<file path="src/rtl/stk_pkg.sv">
// Shared types for the SRAM-backed stack controller.
// Opcode and FSM state encodings plus an opcode legality helper.
package stk_pkg;

    typedef enum logic [1:0] {
        OP_NOP  = 2'b00,
        OP_PUSH = 2'b01,
        OP_POP  = 2'b10,
        OP_RSVD = 2'b11
    } opcode_t;

    typedef enum logic [1:0] {
        IDLE = 2'b00,
        RD   = 2'b01,
        RSP  = 2'b10
    } state_t;

    function automatic logic is_legal_opcode(input opcode_t op);
        return (op == OP_PUSH) || (op == OP_POP);
    endfunction

endpackage

</file>
<file path="src/rtl/stk_ctrl.sv">
// Stack sequencer: PUSH/POP commands in, SRAM accesses out,
// one registered response per command.
module stk_ctrl
    import stk_pkg::*;
#(
    parameter int N  = 16,
    parameter int W  = 32,
    parameter int AW = $clog2(N),
    parameter int CW = $clog2(N + 1)
) (
    input  logic          clk,
    input  logic          arst_n,
    input  logic          cmd_vld,
    input  opcode_t       cmd_opcode,
    input  logic [W-1:0]  cmd_dat,
    output logic          cmd_rdy,
    output logic          rsp_vld,
    output logic [W-1:0]  rsp_dat,
    output logic          rsp_err,
    input  logic          rsp_rdy,
    output logic          sram_en,
    output logic          sram_wen,
    output logic [AW-1:0] sram_addr,
    output logic [W-1:0]  sram_wdat,
    input  logic [W-1:0]  sram_rdat,
    output logic [CW-1:0] sts_cnt,
    output logic          sts_full,
    output logic          sts_empty
);

    localparam logic [CW-1:0] LP_N = CW'(N);

    state_t        r_state;
    state_t        w_nstate;
    logic [CW-1:0] r_cnt;
    logic [CW-1:0] w_cnt_nxt;
    logic [CW-1:0] w_cnt_m1;
    logic [W-1:0]  r_rsp_dat;
    logic [W-1:0]  w_rsp_dat_nxt;
    logic          r_rsp_err;
    logic          w_rsp_err_nxt;
    logic          w_rsp_ld;
    logic          w_acc;
    logic          w_full;
    logic          w_empty;
    logic          w_legal;
    logic          w_push_ok;
    logic          w_pop_ok;

    assign w_full    = (r_cnt == LP_N);
    assign w_empty   = (r_cnt == '0);
    assign w_cnt_m1  = r_cnt - CW'(1);
    assign w_legal   = is_legal_opcode(cmd_opcode);

    assign cmd_rdy   = (r_state == IDLE) |
                       ((r_state == RSP) & rsp_rdy);
    assign w_acc     = cmd_vld & cmd_rdy;
    assign w_push_ok = w_acc & w_legal &
                       (cmd_opcode == OP_PUSH) & ~w_full;
    assign w_pop_ok  = w_acc & w_legal &
                       (cmd_opcode == OP_POP) & ~w_empty;

    always_comb begin
        w_nstate      = r_state;
        w_cnt_nxt     = r_cnt;
        w_rsp_ld      = 1'b0;
        w_rsp_dat_nxt = r_rsp_dat;
        w_rsp_err_nxt = r_rsp_err;
        sram_en       = 1'b0;
        sram_wen      = 1'b0;
        sram_addr     = '0;
        sram_wdat     = '0;

        unique case (r_state)
            RD: begin
                w_nstate      = RSP;
                w_rsp_ld      = 1'b1;
                w_rsp_dat_nxt = sram_rdat;
                w_rsp_err_nxt = 1'b0;
            end
            RSP: begin
                if (rsp_rdy) w_nstate = IDLE;
            end
            default: ;
        endcase

        // An accepted command overrides the RSP->IDLE drain above.
        if (w_acc) begin
            w_nstate      = RSP;
            w_rsp_ld      = 1'b1;
            w_rsp_dat_nxt = '0;
            w_rsp_err_nxt = 1'b1;
            unique case (1'b1)
                w_push_ok: begin
                    sram_en       = 1'b1;
                    sram_wen      = 1'b1;
                    sram_addr     = AW'(r_cnt);
                    sram_wdat     = cmd_dat;
                    w_cnt_nxt     = r_cnt + CW'(1);
                    w_rsp_err_nxt = 1'b0;
                end
                w_pop_ok: begin
                    sram_en   = 1'b1;
                    sram_addr = AW'(w_cnt_m1);
                    w_cnt_nxt = w_cnt_m1;
                    w_nstate  = RD;
                    w_rsp_ld  = 1'b0;
                end
                default: ;
            endcase
        end
    end

    always_ff @(posedge clk or negedge arst_n) begin
        if (!arst_n) begin
            r_state   <= IDLE;
            r_cnt     <= '0;
            r_rsp_dat <= '0;
            r_rsp_err <= 1'b0;
        end else begin
            r_state <= w_nstate;
            r_cnt   <= w_cnt_nxt;
            if (w_rsp_ld) begin
                r_rsp_dat <= w_rsp_dat_nxt;
                r_rsp_err <= w_rsp_err_nxt;
            end
        end
    end

    assign rsp_vld   = (r_state == RSP);
    assign rsp_dat   = r_rsp_dat;
    assign rsp_err   = r_rsp_err;
    assign sts_cnt   = r_cnt;
    assign sts_full  = w_full;
    assign sts_empty = w_empty;

endmodule
</file>
<file path="config.mk">
export PLATFORM = sky130hd
export DESIGN_NAME = stk_ctrl
export DESIGN_NICKNAME = d
export VERILOG_FILES = /design/src/rtl/stk_pkg.sv /design/src/rtl/stk_ctrl.sv
export SDC_FILE = /design/constraint.sdc
export NUM_CORES = 1
export LEC_CHECK = 0
export ABC_CLOCK_PERIOD_IN_PS = 3500
export CAP_MARGIN = 5
export CORE_UTILIZATION = 37
export CTS_BUF_LIST = sky130_fd_sc_hd__clkbuf_8 sky130_fd_sc_hd__clkbuf_16
export DETAILED_ROUTE_END_ITERATION = 8
export PLACE_DENSITY = 0.86
export SYNTH_ARGS = -nofsm -noshare
export SYNTH_HDL_FRONTEND = slang
export SYNTH_SLANG_ARGS = --single-unit
</file>
<file path="constraint.sdc">
create_clock -name clk -period 3.5 [get_ports clk]
set_clock_uncertainty 0.1 [all_clocks]
set_input_delay 0.7 -clock clk [delete_from_list [all_inputs] [get_ports clk]]
set_output_delay 0.7 -clock clk [all_outputs]
set_load 0.05 [all_outputs]
</file>
# Word level (Yosys, flattened, before mapping)
# Cells that the tools add are included.
dict set report op_classes {
  n_addsub 2
  mul 0
  div_mod_pow 0
  n_lt_le_gt_ge 0
  eq_ne 6
  shifts 0
  n_mux 21
  bitwise 10
  reduce_logical 10
}
# cell count
set ops {}
lappend ops {{$mux 32} 4}
lappend ops {{$mux 1} 10}
lappend ops {{$pmux 5 s2} 1}
lappend ops {{$pmux 4 s2} 1}
lappend ops {{$and 1x1->1} 7}
lappend ops {{$mux 2} 3}
lappend ops {{$reduce_and 2->1} 3}
lappend ops {{$add 5x1->5 const B} 1}
lappend ops {{$eq 5x5->1 const B} 1}
lappend ops {{$logic_not 5->1} 1}
lappend ops {{$sub 5x1->5 const B} 1}
lappend ops {{$eq 2x1->1 const B} 2}
lappend ops {{$eq 2x2->1 const B} 2}
lappend ops {{$mux 4} 1}
lappend ops {{$pmux 2 s2} 1}
lappend ops {{$reduce_bool 2->1} 2}
lappend ops {{$ne 3x1->1 const B} 1}
lappend ops {{$reduce_bool 3->1} 1}
lappend ops {{$logic_not 2->1} 1}
lappend ops {{$not 1->1} 2}
lappend ops {{$reduce_or 2->1} 1}
lappend ops {{$logic_or 1x1->1} 1}
lappend ops {{$or 1x1->1} 1}
dict set report totals {
  regBits 40
  latch_bits 0
  ram_bits 0
  romBits 0
  input_bits 70
  n_memories 0
}

# Logic depth before layout (Yosys ltp)
# Gate-level depths: netlist (run 1).
dict set report logic_depth {
  ltp_word 10
  mapped_depth 7
}

# Worst setup path before layout (run 1)
# Ideal clock, no wire load.
dict set report synth_timing {
  path_type {flip-flop to output port}
  start {register r_cnt[0], in the netlist sts_cnt[0]}
  end {output sram_addr[3]}
  arrival_ps 3180
  path_slack_ps -480
  path_stages_with_launch 8
  path_buffers 1
  path_cell_list {dfrtp_1 -> inv_1 -> ha_1 -> and4bb_2 -> or3b_1 -> clkbuf_1 -> o211a_1 -> nor3_1}
}
dict set report synth_between {
  elab_chain_len 5
}
# item line
set synth_rtl {}
lappend synth_rtl {{start: declaration} stk_ctrl.sv:35} ;# logic [CW-1:0] r_cnt;
lappend synth_rtl {{start signal: assignment} stk_ctrl.sv:122} ;# r_cnt <= w_cnt_nxt;
lappend synth_rtl {{$eq 5x5->1} stk_ctrl.sv:50} ;# assign w_full = (r_cnt == LP_N);
lappend synth_rtl {{named net sts_full} stk_ctrl.sv:27} ;# output logic sts_full,
lappend synth_rtl {{$not 1->1} stk_ctrl.sv:59} ;# (cmd_opcode == OP_PUSH) & ~w_full;
lappend synth_rtl {{$and 1x1->1} stk_ctrl.sv:59}
lappend synth_rtl {{$pmux 4 s2} stk_ctrl.sv:93} ;# unique case (1'b1)
lappend synth_rtl {{$mux 4} stk_ctrl.sv:88} ;# if (w_acc) begin
lappend synth_rtl {{end: declaration} stk_ctrl.sv:23} ;# output logic [AW-1:0] sram_addr,
# The timed path passes the listed nets, and every way through them passes these cells.

# Final worst setup path (run 1)
dict set report layout_timing {
  start {input cmd_opcode[0]}
  end {output sram_addr[3]}
}
dict set report layout_between {
  elab_chain_len 7
}
# item line
set layout_rtl {}
lappend layout_rtl {{start: declaration} stk_ctrl.sv:14} ;# input opcode_t cmd_opcode,
lappend layout_rtl {{$eq 2x1->1 or $eq 2x2->1 (tied branches)} {stk_pkg.sv:19, stk_ctrl.sv:59, stk_ctrl.sv:61}}
lappend layout_rtl {{$logic_or 1x1->1} stk_pkg.sv:19} ;# return (op == OP_PUSH) || (op == OP_POP);
lappend layout_rtl {{$and 1x1->1} {stk_ctrl.sv:58, stk_ctrl.sv:60}}
lappend layout_rtl {{$and 1x1->1 (on tied branches)} {stk_ctrl.sv:60, stk_ctrl.sv:58}}
lappend layout_rtl {{$and 1x1->1 (on tied branches)} {stk_ctrl.sv:61, stk_ctrl.sv:59}}
lappend layout_rtl {{$pmux 4 s2 *} stk_ctrl.sv:93}
lappend layout_rtl {{$mux 4 *} stk_ctrl.sv:88}
# Mark *: on every way between the ends. The rest lies on a longest branch, timed or not.

==> out/qor.csv, run 1 <==
stage,metric,value,unit
status,status,"finished, final reports clean",
synthesis,yosys-top-cells-count,"40 x dfrtp_1, 32 x a22o_1, 32 x and3_1",
place,place_area,4000,um^2
routing,drtIter0Drc,97,
pwr,powerDensity,707,nW/um^2
routing,routedWlPerCell,17.6,um
cells_and_area,fillCellCount,355,
cts,post_cts_resize_count,0,
synthesis,ys_seq_area_share,49.1,%
cells_and_area,finalNetCount,409,
pwr,peakVddDrop,531,uV
place,port_buffers,149,
cts,clockBufferDepth,2,
timing,setup_viol,0,
cells_and_area,num_antenna_cells,0,
routing,route.detailed.drc,0,
routing,totalWireLength,7150,um
synthesis,synth.most_common_cell,dfrtp_1,
global_route,grt_max_degree,41,
setup_path,critPathCaptureType,output pin,
synthesis,synth_nets,262,
die,core_area,5200,um^2
cts,clkTransAtPathRegs,0.08,ns
timing,hold_violations,0,
synthesis,synth_cell_types,40,
setup_path,cp-start-kind,input pin,
setup_path,slowest_stage,clkdlybuf4s50_1,
cells_and_area,final_layout_size_suffix_gt1_share,19.7,%
die,rows,26,
setup_path,crit_chain,clkdlybuf4s50_1 > inv_1 > ha_1 > or3b_1 > o211a_1 > nor3_2 > buf_12,
setup_path,cp.arrival,2.63,ns
synthesis,synth_top_cell_by_area,dfrtp_1,
timing,worst_slew_margin_rel,41.0,%
place,gp_congestion,0.848,
routing,viasPerCell,5.16,
synthesis,ys_ff_latch,40,
synthesis,synth-edff-count,0,
cells_and_area,syn2layout_area_growth,101,%
cts,cts_max_level,2,
cts,cts_sinks,40,
timing,fin_crit_sh,98.1,%
hold_path,hold_path_depth,1,
synthesis,synth_top_area_share,49.1,%
cells_and_area,finish.utilization,78.7,%
die,die_w,76.2,um
cts,cts_root_buf,clkbuf_8,
setup_path,r2r_cells,7,
flow_run,max_cap_viol_count,0,
synthesis,syn_inst,187,
setup_path,cpPeakStageDelay,0.49,ns
routing,vias,2091,
die,initial_utilization,39.2,%
hold_path,holdPathEnd,rsp_dat[24]$_DFFE_PN0P_,
synthesis,syn_area,2040,um^2
pwr,totalPowerFinal,0.00289,W
place,dp_hpwl,5520,um
synthesis,synthFlopType,dfrtp_1,
setup_path,reg2reg_from,sts_cnt[0]$_DFFE_PN0P_,
global_route,grt_usage,25.4,%
hold_path,hp-class,reg -> reg,
cts,cts_hold_repair.buffers,0,
global_route,overflow,0,
timing,timing.fmax,0.291,GHz
setup_path,path_max_fanout,4,
die,pin_count,150,
die,die_h,76.2,um
cts,cts_tree,built,
setup_path,worstSetupPathType,in -> out,
cts,cts_buffers,5,
timing,slew_viol_final,0,
setup_path,r2r_slack,0.99,ns
setup_path,required,2.70,ns
global_route,grt_pass1_wl,11700,um
routing,ant_nets,0,
timing,period_minus_slack,3.43,ns
setup_path,critical_path.n_buffers_inverters,3,
cells_and_area,final_cell_area,4100,um^2
cts,cts_setup_buffers,0,
hold_path,worstHoldStart,rsp_dat[24]$_DFFE_PN0P_,
die,fp.dieArea,5810,um^2
routing,dr.pass1.iters,4,
global_route,grt_pass1_vias,2212,
global_route,antenna_found_initial,0,
setup_path,critical_path.top_delay_family,buffers and inverters,
synthesis,ys_top_cells_by_area,"dfrtp_1 49%, a22o_1 14%, and3_1 9.8%",
cts,clock_latency,0.28,ns
setup_path,r2r_end,rsp_dat[17]$_DFFE_PN0P_,
timing,worst_slew_pin_slew,0.885,ns
synthesis,syn_area_per_cell,10.9,um^2
synthesis,ys.warnings.count,0,
timing,setup_tns,0,ns
timing,grt_setup_unrepaired,no,
pwr,power_leakage,1.85,nW
synthesis,async_flop_share,100,%
power breakdown:
group	internal (W)	switching, W	leakage [nW]
Clock	0.000157	0.000158	0.0486
Combinational	0.000665	0.00112	1.27
Sequential	0.000641	0.000152	0.533
Total	0.00146	0.00143	1.85
stage by stage:
stage / cells / hold WS [ns] / worst slack (ns)
global route: 405 / 0.419 / 0.00131
finish: 405 / 0.404 / 0.0656
detailed placement: 397 / 0.384 / 0.0759
CTS: 405 / 0.408 / 0.0758
global placement: 397 / 0.377 / 0.140
floorplan: 187 / 0.304 / -0.0641
cells by family after synthesis:
group | count (synthesis) | synth area share (%)
fa+ha+maj | 5 | 3.07
flops | 40 | 49.1
buf+inv | 20 | 4.29
compound gates | 48 | 20.2
xor+xnor | 4 | 1.72
mux | 1 | 0.491
simple gates | 69 | 21.1
metal layers:
layer	track usage, %	wire length (um)
met5	0	0
met4	6.35	122
met3	5.99	387
met2	42.3	3640
met1	33.2	3000
flip-flops by register name, indices dropped and copies added, names as in the netlist:
signal	cells
r_state	2
rsp_err	1
rsp_dat	32
sts_cnt	5
worst max-delay path by stage:
stage,startpoint,to,slack (ns),cells past startpoint
detailed placement,cmd_opcode[0],sram_addr[3],0.08,7
global route,cmd_opcode[0],sram_addr[3],0.001,7
floorplan,sts_cnt[0]$_DFFE_PN0P_,sram_addr[3],-0.06,7
global placement,cmd_opcode[0],sram_addr[3],0.14,7
CTS,cmd_opcode[0],sram_addr[3],0.08,7
finish,cmd_opcode[0],sram_addr[3],0.07,7
final cells by class:
class / instances / area [um^2] / share of cell area [%]
inverter: 5 / 18.8 / 0.458
multi-input combinational: 127 / 970 / 23.7
clock buffer: 6 / 82.6 / 2.02
clock inverter: 2 / 11.3 / 0.275
timing repair buffer: 155 / 1920 / 47.0
sequential: 40 / 1000 / 24.4
tap: 70 / 87.6 / 2.14
layout by cell type, fill, tap and decap left out, types with 4 or more instances in the layout:
| master | n |
|---|---|
| nand2_1 | 8 |
| buf_12 | 39 |
| dfrtp_1 | 40 |
| buf_4 | 5 |
| clkbuf_8 | 6 |
| inv_1 | 5 |
| and3_1 | 32 |
| a22o_1 | 32 |
| nor2_1 | 4 |
| ha_1 | 5 |
| clkdlybuf4s50_1 | 110 |
(Power assumes the default switching activity.)
==> inputs of run 2 (changes only) <==
Settings changed: CORE_MARGIN set to 2.
==> out/qor.csv, run 2 (same netlist as run 1, synthesis figures left out) <==
stage,metric,value,unit
cells_and_area,mostFrequentLayoutCells,"110 x clkdlybuf4s50_1, 40 x dfrtp_1, 38 x buf_12, 32 x and3_1, 32 x a22o_1",
cts,clkTransAtPathRegs,0.08,ns
timing,worst_slew_pin_slew,0.843,ns
cts,cts_sinks,40,
timing,period_minus_slack,3.41,ns
die,die_w,78.2,um
die,rows,27,
setup_path,reg2reg_from,sts_cnt[0]$_DFFE_PN0P_,
timing,timing.fmax,0.293,GHz
setup_path,critPathCaptureType,output pin,
global_route,grt_max_degree,41,
setup_path,r2r_cells,8,
routing,viasPerCell,5.09,
cells_and_area,multiInputGateArea,970,um^2
setup_path,r2r_slack,0.89,ns
flow_run,max_cap_viol_count,0,
setup_path,path_max_fanout,5,
setup_path,cp.arrival,2.61,ns
timing,slew_viol_final,0,
cells_and_area,finalNetCount,410,
timing,grt_setup_unrepaired,no,
hold_path,holdPathEnd,rsp_dat[8]$_DFFE_PN0P_,
timing,holdWs,0.400,ns
status,status,"finished, final reports clean",
die,pin_count,150,
cts,cts_root_buf,clkbuf_8,
place,dp_hpwl,5170,um
timing,setup_tns,0,ns
cts,cts_tree,built,
global_route,grt_pass1_vias,2085,
setup_path,worstSetupPathType,reg -> out,
cells_and_area,largest_reg_flops,32,
cts,post_cts_resize_count,0,
pwr,p_switching,0.00143,W
place,gp_congestion,0.847,
cts,clock_latency,0.28,ns
timing,setup_viol,0,
routing,drtIter0Drc,105,
pwr,power_leakage,1.85,nW
routing,vias,2076,
die,fp.dieArea,6120,um^2
timing,setup_ws,0.0866,ns
setup_path,required,2.70,ns
cts,clockBufferDepth,2,
timing,hold_violations,0,
cells_and_area,seqCellArea,1000,um^2
global_route,antenna_found_initial,0,
cells_and_area,fillCellCount,360,
pwr,combPwrFrac,60.4,%
pwr,pwr-share-seq,27.0,%
global_route,grt_pass1_wl,10900,um
routing,totalWireLength,6780,um
pwr,clkPwrFrac,12.6,%
setup_path,cp-start-kind,flop,
hold_path,hp-class,reg -> reg,
pwr,netSwitchingFraction,48.5,%
hold_path,hold_path_depth,1,
die,die_h,78.2,um
global_route,grt_usage,22.6,%
die,core_area,5410,um^2
setup_path,r2r_end,rsp_dat[7]$_DFFE_PN0P_,
cts,cts_max_level,2,
pwr,p_int,0.00152,W
cells_and_area,syn2layout_area_growth,102,%
pwr,powerDensity,716,nW/um^2
hold_path,worstHoldStart,rsp_dat[8]$_DFFE_PN0P_,
cells_and_area,final_common_cell,clkdlybuf4s50_1,
timing,worst_slew_margin_rel,43.8,%
timing,fin_crit_sh,97.5,%
cells_and_area,instances_no_fill,408,
routing,dr.pass1.iters,4,
routing,ant_nets,0,
global_route,overflow,0,
cts,cts_buffers,5,
cells_and_area,num_antenna_cells,0,
cells_and_area,final_layout_size_suffix_gt1_share,20.2,%
routing,route.detailed.drc,0,
routing,routedWlPerCell,16.6,um
place,place_inst,400,
cts,cts_hold_repair.buffers,0,
place,port_buffers,149,
cts,cts_setup_buffers,0,
pwr,peakVddDrop,624,uV
die,initial_utilization,37.7,%
place,preCtsSetupSlack,0.0899,ns
[run 2: cell count changes in the layout (fill, tap and decap cells not counted), sizes merged]
cell,delta
buf,+1
bufinv,+1
clkbuf,-1
clkinv,+1
inv,-1
[run 2: per-layer routing]
layer	GRT usage, %	wire [um]	vias up
li1	-	-	987
met1	29.4	2750	1007
met2	38.4	3540	72
met3	5.63	398	10
met4	4.56	89	0
met5	0	0	-
[run 2: cell type report]
cell class                      count  area share (%)
Timing Repair Buffer              156            46.7
Multi-Input combinational cell    127            23.6
Inverter                            5           0.457
Clock inverter                      3            1.04
Clock buffer                        5            1.67
Sequential cell                    40            24.4
Tap cell                           72            2.19
[run 2: worst max-delay path by stage]
stage | startpoint | endpoint | slack (ns) | cells past startpoint
2_1_floorplan | sts_cnt[0]$_DFFE_PN0P_ | sram_addr[3] | -0.06 | 7
3_3_place_gp | cmd_opcode[0] | sram_addr[3] | 0.14 | 7
3_5_place_dp | cmd_opcode[0] | sram_addr[3] | 0.09 | 7
4_1_cts | cmd_opcode[0] | sram_addr[3] | 0.08 | 7
5_1_grt | cmd_opcode[0] | sram_addr[3] | 0.0008 | 7
6_report | sts_cnt[0]$_DFFE_PN0P_ | sts_empty | 0.09 | 5
[run 2: worst max-delay path, cell delays in order, from the launching register on]
cell and delay (ns):
dfrtp_1 0.44, inv_1 0.18, ha_1 0.22, or4b_4 0.55, inv_2 0.11, clkdlybuf4s50_1 0.82
[run 2: power by group through the flow]
stage | clock, W | combinational [W] | sequential (W)
4_1_cts | 0.000380 | 0.00179 | 0.000797
3_3_place_gp | 0 | 0.00176 | 0.000792
5_1_grt | 0.000398 | 0.00186 | 0.000822
2_1_floorplan | 0 | 0.000542 | 0.00137
3_5_place_dp | 0 | 0.00179 | 0.000794
6_report | 0.000370 | 0.00178 | 0.000795
[run 2: metrics by stage]
step                util, %  total power (W)  cell area (um^2)
finish                 76.0          0.00294              4110
global placement       74.0          0.00255              4000
floorplan                 -          0.00191              2060
detailed placement     74.0          0.00258              4000
CTS                    76.0          0.00296              4110
global route           76.0          0.00308              4110
==> inputs of run 3 (changes only) <==
Settings changed: ABC_CLOCK_PERIOD_IN_PS 3500 to 3900, CORE_UTILIZATION 37 to 34, PLACE_DENSITY 0.86 to 0.8.
Clock period 3.5 ns to 3.9 ns, I/O delays scaled along.
==> out/qor.csv, run 3 (same netlist as run 1, synthesis figures left out) <==
stage,metric,value,unit
cts,cts_max_level,2,
place,dp_hpwl,5230,um
place,gp_congestion,0.826,
cells_and_area,num_antenna_cells,0,
pwr,powerDensity,647,nW/um^2
pwr,p_switching,0.00127,W
die,die_h,81.5,um
routing,ant_nets,0,
routing,route.detailed.drc,0,
timing,fin_crit_sh,93.6,%
pwr,p_int,0.00138,W
routing,dr.pass1.iters,4,
timing,grt_setup_unrepaired,no,
global_route,overflow,0,
die,die_w,81.5,um
global_route,grt_max_degree,41,
timing,period_minus_slack,3.65,ns
setup_path,cp-start-kind,input pin,
cells_and_area,final_common_cell,clkdlybuf4s50_1,
global_route,grt_use_met1,20.2,%
timing,holdWs,0.401,ns
timing,worst_slew_margin_rel,44.1,%
setup_path,required,3.02,ns
cts,cts_root_buf,clkbuf_8,
cells_and_area,mostFrequentLayoutCells,"110 x clkdlybuf4s50_1, 40 x dfrtp_1, 38 x buf_12, 32 x and3_1, 32 x a22o_1",
timing,worst_slew_pin_slew,0.839,ns
global_route,gr-usage-met3,7.58,%
setup_path,critPathCaptureType,output pin,
cts,cts_hold_repair.buffers,0,
die,pin_count,150,
pwr,pwr-share-seq,26.6,%
timing,setup_viol,0,
setup_path,path_max_fanout,6,
global_route,grt-busiest-layer,met2,
setup_path,r2r_slack,1.62,ns
place,port_buffers,149,
status,status,"finished, final reports clean",
flow_run,max_cap_viol_count,0,
global_route,grt_util_met2,35.7,%
routing,drtIter0Drc,61,
timing,slew_viol_final,0,
timing,hold_violations,0,
timing,setup_tns,0,ns
die,core_area,5850,um^2
cts,cts_tree,built,
hold_path,hp-class,reg -> reg,
pwr,netSwitchingFraction,47.9,%
cts,cts_sinks,40,
routing,totalWireLength,6640,um
global_route,grt_pass1_wl,9830,um
cells_and_area,fillCellCount,412,
cts,post_cts_resize_count,0,
pwr,peakVddDrop,413,uV
routing,routedWlPerCell,16.2,um
setup_path,worstSetupPathType,in -> out,
cells_and_area,largest_reg_flops,32,
routing,viasPerCell,5.09,
cells_and_area,finish.utilization,70.0,%
die,initial_utilization,34.9,%
pwr,power_leakage,1.85,nW
die,fp.dieArea,6630,um^2
cells_and_area,final_layout_size_suffix_gt1_share,18.9,%
setup_path,cp.arrival,2.77,ns
pwr,combPwrFrac,60.3,%
die,rows,28,
cts,clockBufferDepth,2,
global_route,grt_usage,19.1,%
pwr,totalPowerFinal,0.00265,W
global_route,grt_pass1_vias,2097,
timing,timing.fmax,0.274,GHz
cells_and_area,finalNetCount,408,
cts,clkTransAtPathRegs,0.08,ns
cells_and_area,syn2layout_area_growth,101,%
routing,vias,2080,
global_route,antenna_found_initial,0,
cts,cts_buffers,5,
cts,clock_latency,0.28,ns
pwr,clkPwrFrac,13.1,%
cts,cts_setup_buffers,0,
-- run 3: metrics by stage --
stage / setup WS, ns / cells / instance area, um^2
after floorplan: 0.126 / 187 / 2040
after global placement: 0.274 / 401 / 3980
after detailed placement: 0.250 / 401 / 3980
after CTS: 0.247 / 409 / 4100
after global routing: 0.179 / 409 / 4100
final: 0.249 / 409 / 4100
-- run 3: final timing paths --
path / from / endpoint / cells past startpoint
worst max-delay path: cmd_opcode[0] / sram_addr[3] / 7
worst min-delay path: rsp_dat[11]$_DFFE_PN0P_ / rsp_dat[11]$_DFFE_PN0P_ / 1
worst max register to register: sts_cnt[0]$_DFFE_PN0P_ / rsp_dat[25]$_DFFE_PN0P_ / 7
worst min register to register: rsp_dat[11]$_DFFE_PN0P_ / rsp_dat[11]$_DFFE_PN0P_ / 1
max in group asynchronous: arst_n / rsp_dat[20]$_DFFE_PN0P_ / 1
min in group asynchronous: arst_n / rsp_dat[6]$_DFFE_PN0P_ / 1
-- run 3: critical path, cell delays in order --
cell             delay, ns
clkdlybuf4s50_1       0.48
inv_1                 0.05
ha_1                  0.36
or3b_1                0.52
o211a_1               0.17
nor3_2                0.24
buf_12                0.17
-- run 3: final cells by class --
type | count | area [um^2] | share of cell area [%]
repair buffers | 154 | 1900 | 46.5
flip-flops and latches | 40 | 1000 | 24.4
clock inverters | 2 | 38.8 | 0.947
well taps | 75 | 93.8 | 2.29
multi-input cells | 127 | 958 | 23.4
clock buffers | 6 | 82.6 | 2.02
inverters | 5 | 18.8 | 0.458
-- run 3: power groups by stage --
stage | Combinational, W | Clock, W | Sequential (W)
floorplan | 0.000483 | 0 | 0.00123
global placement | 0.00159 | 0 | 0.000699
detailed placement | 0.00160 | 0 | 0.000708
CTS | 0.00161 | 0.000358 | 0.000703
global route | 0.00167 | 0.000378 | 0.000723
finish | 0.00160 | 0.000347 | 0.000705
-- run 3: per-layer routing --
layer  wire [um]  part of all wire, %
met3         597                  9.0
met1        2550                   38
met4          61                 0.92
met5           0                    0
met2        3430                   52
